### src/rtl/inst_fetch_queue.sv
// Instruction fetch queue: circular buffer between fetch (up to 2 pushes/cycle) and dual-issue decode.
// Optional same-cycle empty-queue bypass enabled by defining INST_FETCH_QUEUE_BYPASS_EN.
module inst_fetch_queue #(
    parameter int DEPTH = 8
) (
    input  logic                     clk,
    input  logic                     rst,
    input  logic                     flush,
    input  logic                     push_valid,
    input  logic [31:0]              push_pc,
    input  logic [31:0]              push_inst1,
    input  logic [31:0]              push_inst2,
    input  logic                     push_inst2_valid,
    input  logic [1:0]               pop_num,
    output logic                     out_valid1,
    output logic                     out_valid2,
    output logic [31:0]              out_pc1,
    output logic [31:0]              out_pc2,
    output logic [31:0]              out_inst1,
    output logic [31:0]              out_inst2,
    output logic                     full,
    output logic [$clog2(DEPTH):0]   count
);

    localparam int AW = $clog2(DEPTH);
    localparam int CW = AW + 1;

    logic [31:0]   mem_pc   [DEPTH];
    logic [31:0]   mem_inst [DEPTH];
    logic [AW-1:0] head, tail, head_p1, tail_p1;
    logic [CW-1:0] count_q;

    logic [1:0]    pop_req, pop_eff, push_w, wr_num;
    logic          push_ok;
    logic [31:0]   push_pc2;
    logic [31:0]   wr0_pc, wr0_inst, wr1_pc, wr1_inst;

    assign count    = count_q;
    assign full     = count_q >= CW'(DEPTH - 1);
    assign head_p1  = head + AW'(1);
    assign tail_p1  = tail + AW'(1);
    assign push_pc2 = push_pc + 32'd4;

    // A push while full is dropped whole; pop in the same cycle does not make room for it.
    assign push_ok  = push_valid && !full && !flush && !rst;

`ifdef INST_FETCH_QUEUE_BYPASS_EN
    logic       bypass;
    logic [1:0] byp_pop;
    assign bypass  = (count_q == '0) && push_valid && !flush && !rst;
`endif

    always_comb begin
        pop_req  = (pop_num == 2'd3) ? 2'd2 : pop_num;
        push_w   = push_inst2_valid ? 2'd2 : 2'd1;
        pop_eff  = (count_q >= CW'(pop_req)) ? pop_req : count_q[1:0];
        wr_num   = push_ok ? push_w : 2'd0;
        wr0_pc   = push_pc;
        wr0_inst = push_inst1;
        wr1_pc   = push_pc2;
        wr1_inst = push_inst2;
`ifdef INST_FETCH_QUEUE_BYPASS_EN
        byp_pop  = (pop_req < push_w) ? pop_req : push_w;
        // Instructions decode consumes straight from the bypass are never stored.
        if (bypass) begin
            wr_num = push_w - byp_pop;
            if (byp_pop == 2'd1) begin
                wr0_pc   = push_pc2;
                wr0_inst = push_inst2;
            end
        end
`endif
    end

    always_ff @(posedge clk) begin
        if (rst || flush) begin
            head    <= '0;
            tail    <= '0;
            count_q <= '0;
        end else begin
            head    <= head + AW'(pop_eff);
            tail    <= tail + AW'(wr_num);
            count_q <= count_q - CW'(pop_eff) + CW'(wr_num);
        end
    end

    always_ff @(posedge clk) begin
        if (wr_num != 2'd0) begin
            mem_pc[tail]   <= wr0_pc;
            mem_inst[tail] <= wr0_inst;
        end
        if (wr_num == 2'd2) begin
            mem_pc[tail_p1]   <= wr1_pc;
            mem_inst[tail_p1] <= wr1_inst;
        end
    end

    always_comb begin
        out_valid1 = count_q != '0;
        out_valid2 = count_q >= CW'(2);
        out_pc1    = out_valid1 ? mem_pc[head]      : 32'd0;
        out_inst1  = out_valid1 ? mem_inst[head]    : 32'd0;
        out_pc2    = out_valid2 ? mem_pc[head_p1]   : 32'd0;
        out_inst2  = out_valid2 ? mem_inst[head_p1] : 32'd0;
`ifdef INST_FETCH_QUEUE_BYPASS_EN
        if (bypass) begin
            out_valid1 = 1'b1;
            out_pc1    = push_pc;
            out_inst1  = push_inst1;
            out_valid2 = push_inst2_valid;
            out_pc2    = push_inst2_valid ? push_pc2   : 32'd0;
            out_inst2  = push_inst2_valid ? push_inst2 : 32'd0;
        end
`endif
    end

endmodule

### config.mk
export PLATFORM = sky130hd
export DESIGN_NAME = inst_fetch_queue
export DESIGN_NICKNAME = d
export VERILOG_FILES = /design/src/rtl/inst_fetch_queue.sv
export SDC_FILE = /design/constraint.sdc
export NUM_CORES = 1
export LEC_CHECK = 0
export CAP_MARGIN = 10
export CORE_AREA = 8 8 273 275
export DETAILED_ROUTE_END_ITERATION = 12
export DIE_AREA = 0 0 281 283
export GPL_TIMING_DRIVEN = 0
export PLACE_DENSITY = 0.63
export SYNTH_ARGS = -nofsm -noshare
export SYNTH_HDL_FRONTEND = slang
export SYNTH_SLANG_ARGS = --single-unit
### constraint.sdc
create_clock -name clk -period 14.1 [get_ports clk]
set_input_delay 2.82 -clock clk [delete_from_list [all_inputs] [get_ports clk]]
set_output_delay 2.82 -clock clk [all_outputs]
set_load 0.1 [all_outputs]
# == Word-level counts from Yosys, hierarchy flattened ==
# Memory sizes are Yosys's and may differ from the RTL's. A register that Yosys moved wholly into a read port is not among the register bits.
# Index checks and enable logic that the tools add are counted.
# totals
n_memories,2
output_inout_bits,135
in_bits,103
mem_bits_rw,512
register_bits,10
latchBits,0
word_cells,40
romBits,0
# classes
div_mod_pow,0
mul,0
bitwise_logic,0
n_shift,0
n_eq_ne,2
n_reduce_logical,9
muxes,14
order_cmp,3
add_sub_neg,7
# memory_table
memory,depth,word_bits,read_ports,rd_ports_with_merged_regs,write_ports,line,text
mem_inst,8,32,2,1,2,29,logic [31:0] mem_inst [DEPTH];
mem_pc,8,32,2,1,2,28,logic [31:0] mem_pc [DEPTH];
# op_table
op,n
two-way mux 32 bit,4
adder 32 x 3 -> 32 bit (second input constant),1
two-way mux 2 bit,4
adder 3 x 1 -> 3 bit (second input constant),2
adder 3 x 2 -> 3 bit,2
two-way mux 3 bit,2
adder 4 x 2 -> 4 bit,1
equality test 2 bit (second input constant),2
>= comparator 4 x 2 -> 1 bit,1
>= comparator 4 x 2 -> 1 bit (second input constant),1
>= comparator 4 x 3 -> 1 bit (second input constant),1
two-way mux 1 bit,4
nonzero test 4 bit,1
subtractor 4 x 2 -> 4 bit,1
logical AND 1 bit,3
logical NOT 1 bit,3
nonzero test 2 bit,1
logical OR 1 bit,1

# == Logic depth before layout (Yosys ltp) ==
# Gate-level depths: netlist of run 1.
# logic_depth
word_depth,9
ltp_mapped,14
depth_no_buf,14

# == Worst setup path after synthesis of run 1 ==
# No wires, ideal clock.
# synth_path
path_kind,input to register
startpoint,input port flush
endpoint,memory mem_inst[0][0] (enable)
path_buffers,0
slack_ps,5491
t_arrival_ps,8028
setup_time_ps,581
path_stages,3
cell_sequence,nor2_1 > nand4_1 > o31ai_1
# synth_lines
element,line,text
"start, declared",8,"input logic flush,"
"end, declared",29,

==> results.toml, run 1 <==
[run_status]
status = "finished, final reports clean"

[place]
hpwl_mm = 75.0
gp_congestion = 0.848
placedCellCount = 3933
dpl_cell_area_um2 = 34900
numPortBuffers = 160

[final_layout]
fin_nets = 3162
final_common_cell = "nand2_1"
fin_area_um2 = 36600
fill_cells = 5981
drive_gt1_share_pct = 15.7
area_growth_syn_to_layout_pct = 17.1
mostFrequentLayoutCells = "nand2_1 (996), edfxtp_1 (512), mux4_2 (256)"
stdcell_count = 4041

[worst_setup_path]
worstSetupPathType = "reg -> out"
critPathArrivalTime_ns = 5.10
r2r_end = "mem_inst[1][6]$_DFFE_PP_"
critPathCapture = "out_pc1[18]"
startpoint_type = "flop"
worstRegToRegCells = 11
critPathLaunch = "head[0]$_SDFF_PP0_"
rrSetupSlack_ns = 9.68
critPathMaxFanout = 10
required_ns = 11.28
r2r_start = "count[3]$_SDFF_PP0_"
end_kind = "output pin"

[drt]
ant_nets = 0
route.detailed.drc = 0
num_vias = 24004
wl_per_cell_um = 27.0
drt-total-wl_mm = 109
drt_first_iter_violations = 2869
drt-vias-per-instance = 5.94
first_pass_iters = 5

[yosys]
syn_inst = 2792
ys_seq_area_share_pct = 49.8
postSynthNetCount = 2913
avgSynthCellArea_um2 = 11.2
yosysUniqueCellTypes = 42
ys_warn_count = 0
synthFlopType = "edfxtp_1"
ys_seq_elements = 522
syn-cell-area_um2 = 31300
async_reset_ff_share_pct = 0
synth_edf_count = 512

[timing]
max-slew-margin-rel_pct = 16.1
slew_violations = 0
clock_skew_ns = 0.0273
tightestPinTransition_ns = 1.26
finalSetupViolations = 0
period_needed_ns = 7.92
hold_violations = 0
min_period_over_period_pct = 56.2
rsz0062_at_grt = "false"
holdWs_ns = 0.673
fin_tns_setup_ns = 0
maxClockFrequency_mhz = 126

[floorplan]
rows = 98
die_h_um = 283
fp.dieW_um = 281
core_area_um2 = 70500
initial_utilization_pct = 44.4
io_pins = 238
die_area_um2 = 79500

[grt]
grt_overflow = 0
grt_pass1_wl_mm = 158
grt_max_degree = 21
grt_pass1_vias = 24639
gr-usage-all-layers_pct = 26.7
antenna_found_initial = 9

[clocking]
clock_latency_ns = 0.64
cts.sinks = 522
clkTransAtPathRegs_ns = 0.06
h-tree-depth = 2
numCtsBuffers = 56
cts_tree = "yes"
root_buffer = "clkbuf_16"
cts_hold_buf = 0
ctsResizeCount = 0
cts_setup_buffers = 0
clk_path_buf_depth = 3

[run]
drv_cap = 0

[power]
power.density_nw_per_um2 = 168
leakage_nw = 12.8
peakVddDrop_v = 0.000180

[worst_hold_path]
hp-class = "reg -> reg"
[cell type report]
type / count / area [um^2] / area share [%]
sequential: 522 / 15600 / 42.5
multi-input combinational: 1970 / 14500 / 39.5
timing repair buffer: 191 / 2260 / 6.18
clock buffer: 71 / 1460 / 3.98
buffer: 282 / 1300 / 3.55
tap: 950 / 1190 / 3.24
clock inverter: 31 / 304 / 0.830
inverter: 18 / 67.6 / 0.184
antenna: 6 / 15.0 / 0.0410
[metrics by stage]
stage                     util [%]  power (mW)  setup slack (ns)
after detailed placement      49.4        4.70              6.82
after global routing          51.9        6.29              6.13
after global placement        48.3        4.68             -1.39
final                         52.0        6.14              6.18
after CTS                     51.9        6.14              6.18
after floorplan                  -        3.92              5.49
[power by group]
part | switching [mW] | internal, mW
clock network | 0.649 | 0.823
logic | 2.15 | 0.772
registers | 0.0151 | 1.73
total | 2.82 | 3.32
[metal layers]
layer | global-route usage [%] | vias to the layer above | part of all wire [%] | wire length, um
met5 | 0 | - | 0.034 | 37
met4 | 12.0 | 6 | 4.5 | 4940
met3 | 5.75 | 307 | 11 | 11900
met2 | 43.6 | 1555 | 48 | 52300
met1 | 33.8 | 11937 | 37 | 39900
li1 | - | 10199 | - | -
[synth_stat cells (3+ instances only)]
cell type	instances	share of area, %
buf_4	39	0.94
buf_1	57	0.68
and2_1	5	0.10
buf_2	44	0.70
nand4_1	14	0.28
nand3_1	17	0.27
fa_1	4	0.26
ha_1	14	0.56
edfxtp_1	512	49
inv_1	18	0.22
o21ai_0	8	0.13
dfxtp_1	10	0.64
and3_1	9	0.18
or3_1	7	0.14
mux2i_1	65	2.1
nand2_1	996	12
xnor2_1	76	2.1
xor2_1	164	4.6
and4_1	3	0.084
a21oi_1	66	1.1
nor3_1	8	0.13
nor2_2	8	0.16
nor2_1	231	2.8
buf_6	5	0.18
clkbuf_1	136	1.6
mux4_2	256	18
[cells by family (layout without fill, tap and decap cells)]
logic type | after synthesis | in the layout | synth area share (%)
and+or+nand+nor | 1312 | 1312 | 16.5
DFF | 522 | 522 | 49.8
muxes | 321 | 321 | 20.5
buffers and inverters | 300 | 593 | 4.37
xor gates and xnor gates | 240 | 240 | 6.72
AOI/OAI and AO/OA | 79 | 79 | 1.32
adders and majority gates | 18 | 18 | 0.816
other | 0 | 6 | 0
[worst max-delay path, stage by stage, from the launching register on]
cell and delay (ns):
dfxtp_1 0.39, clkbuf_1 0.25, buf_2 0.42, clkbuf_1 0.71, clkbuf_1 0.79, mux4_2 0.40, mux2i_1 0.09, nor2_1 0.25
clkdlybuf4s50_1 1.19
[state kept, by name (all words and copies together), names as in the netlist]
| register | flops |
|---|---|
| tail | 3 |
| count | 4 |
| mem_inst | 256 |
| mem_pc | 256 |
| head | 3 |
[how the worst min path moves through the flow]
| stage | from | to | depth (start not counted) |
|---|---|---|---|
| after floorplan | head[0]$_SDFF_PP0_ | head[0]$_SDFF_PP0_ | 2 |
| after global placement | head[0]$_SDFF_PP0_ | head[0]$_SDFF_PP0_ | 2 |
| after detailed placement | head[0]$_SDFF_PP0_ | head[0]$_SDFF_PP0_ | 2 |
| after CTS | head[0]$_SDFF_PP0_ | head[0]$_SDFF_PP0_ | 2 |
| after global routing | head[0]$_SDFF_PP0_ | head[0]$_SDFF_PP0_ | 2 |
| final | head[0]$_SDFF_PP0_ | head[0]$_SDFF_PP0_ | 2 |
Power figures use the tool's default switching activity.
==> run 2: changes to the inputs <==
==> constraint.sdc (replaced) <==
create_clock -name clk -period 8.1 [get_ports clk]
set_input_delay 1.62 -clock clk [delete_from_list [all_inputs] [get_ports clk]]
set_output_delay 1.62 -clock clk [all_outputs]
set_load 0.1 [all_outputs]
==> results of run 2 <==
Same layout as run 1 (identical final DEF). Status: finished, final reports clean.
Among the figures that moved: setup slack after placement 6.82 ns -> 2.02 ns; setup slack after layout 6.18 ns -> 1.38 ns; register-to-register setup slack 9.68 ns -> 3.68 ns; total power 6.14 mW -> 10.7 mW; worst IR drop on VDD 0.000180 V -> 0.000314 V
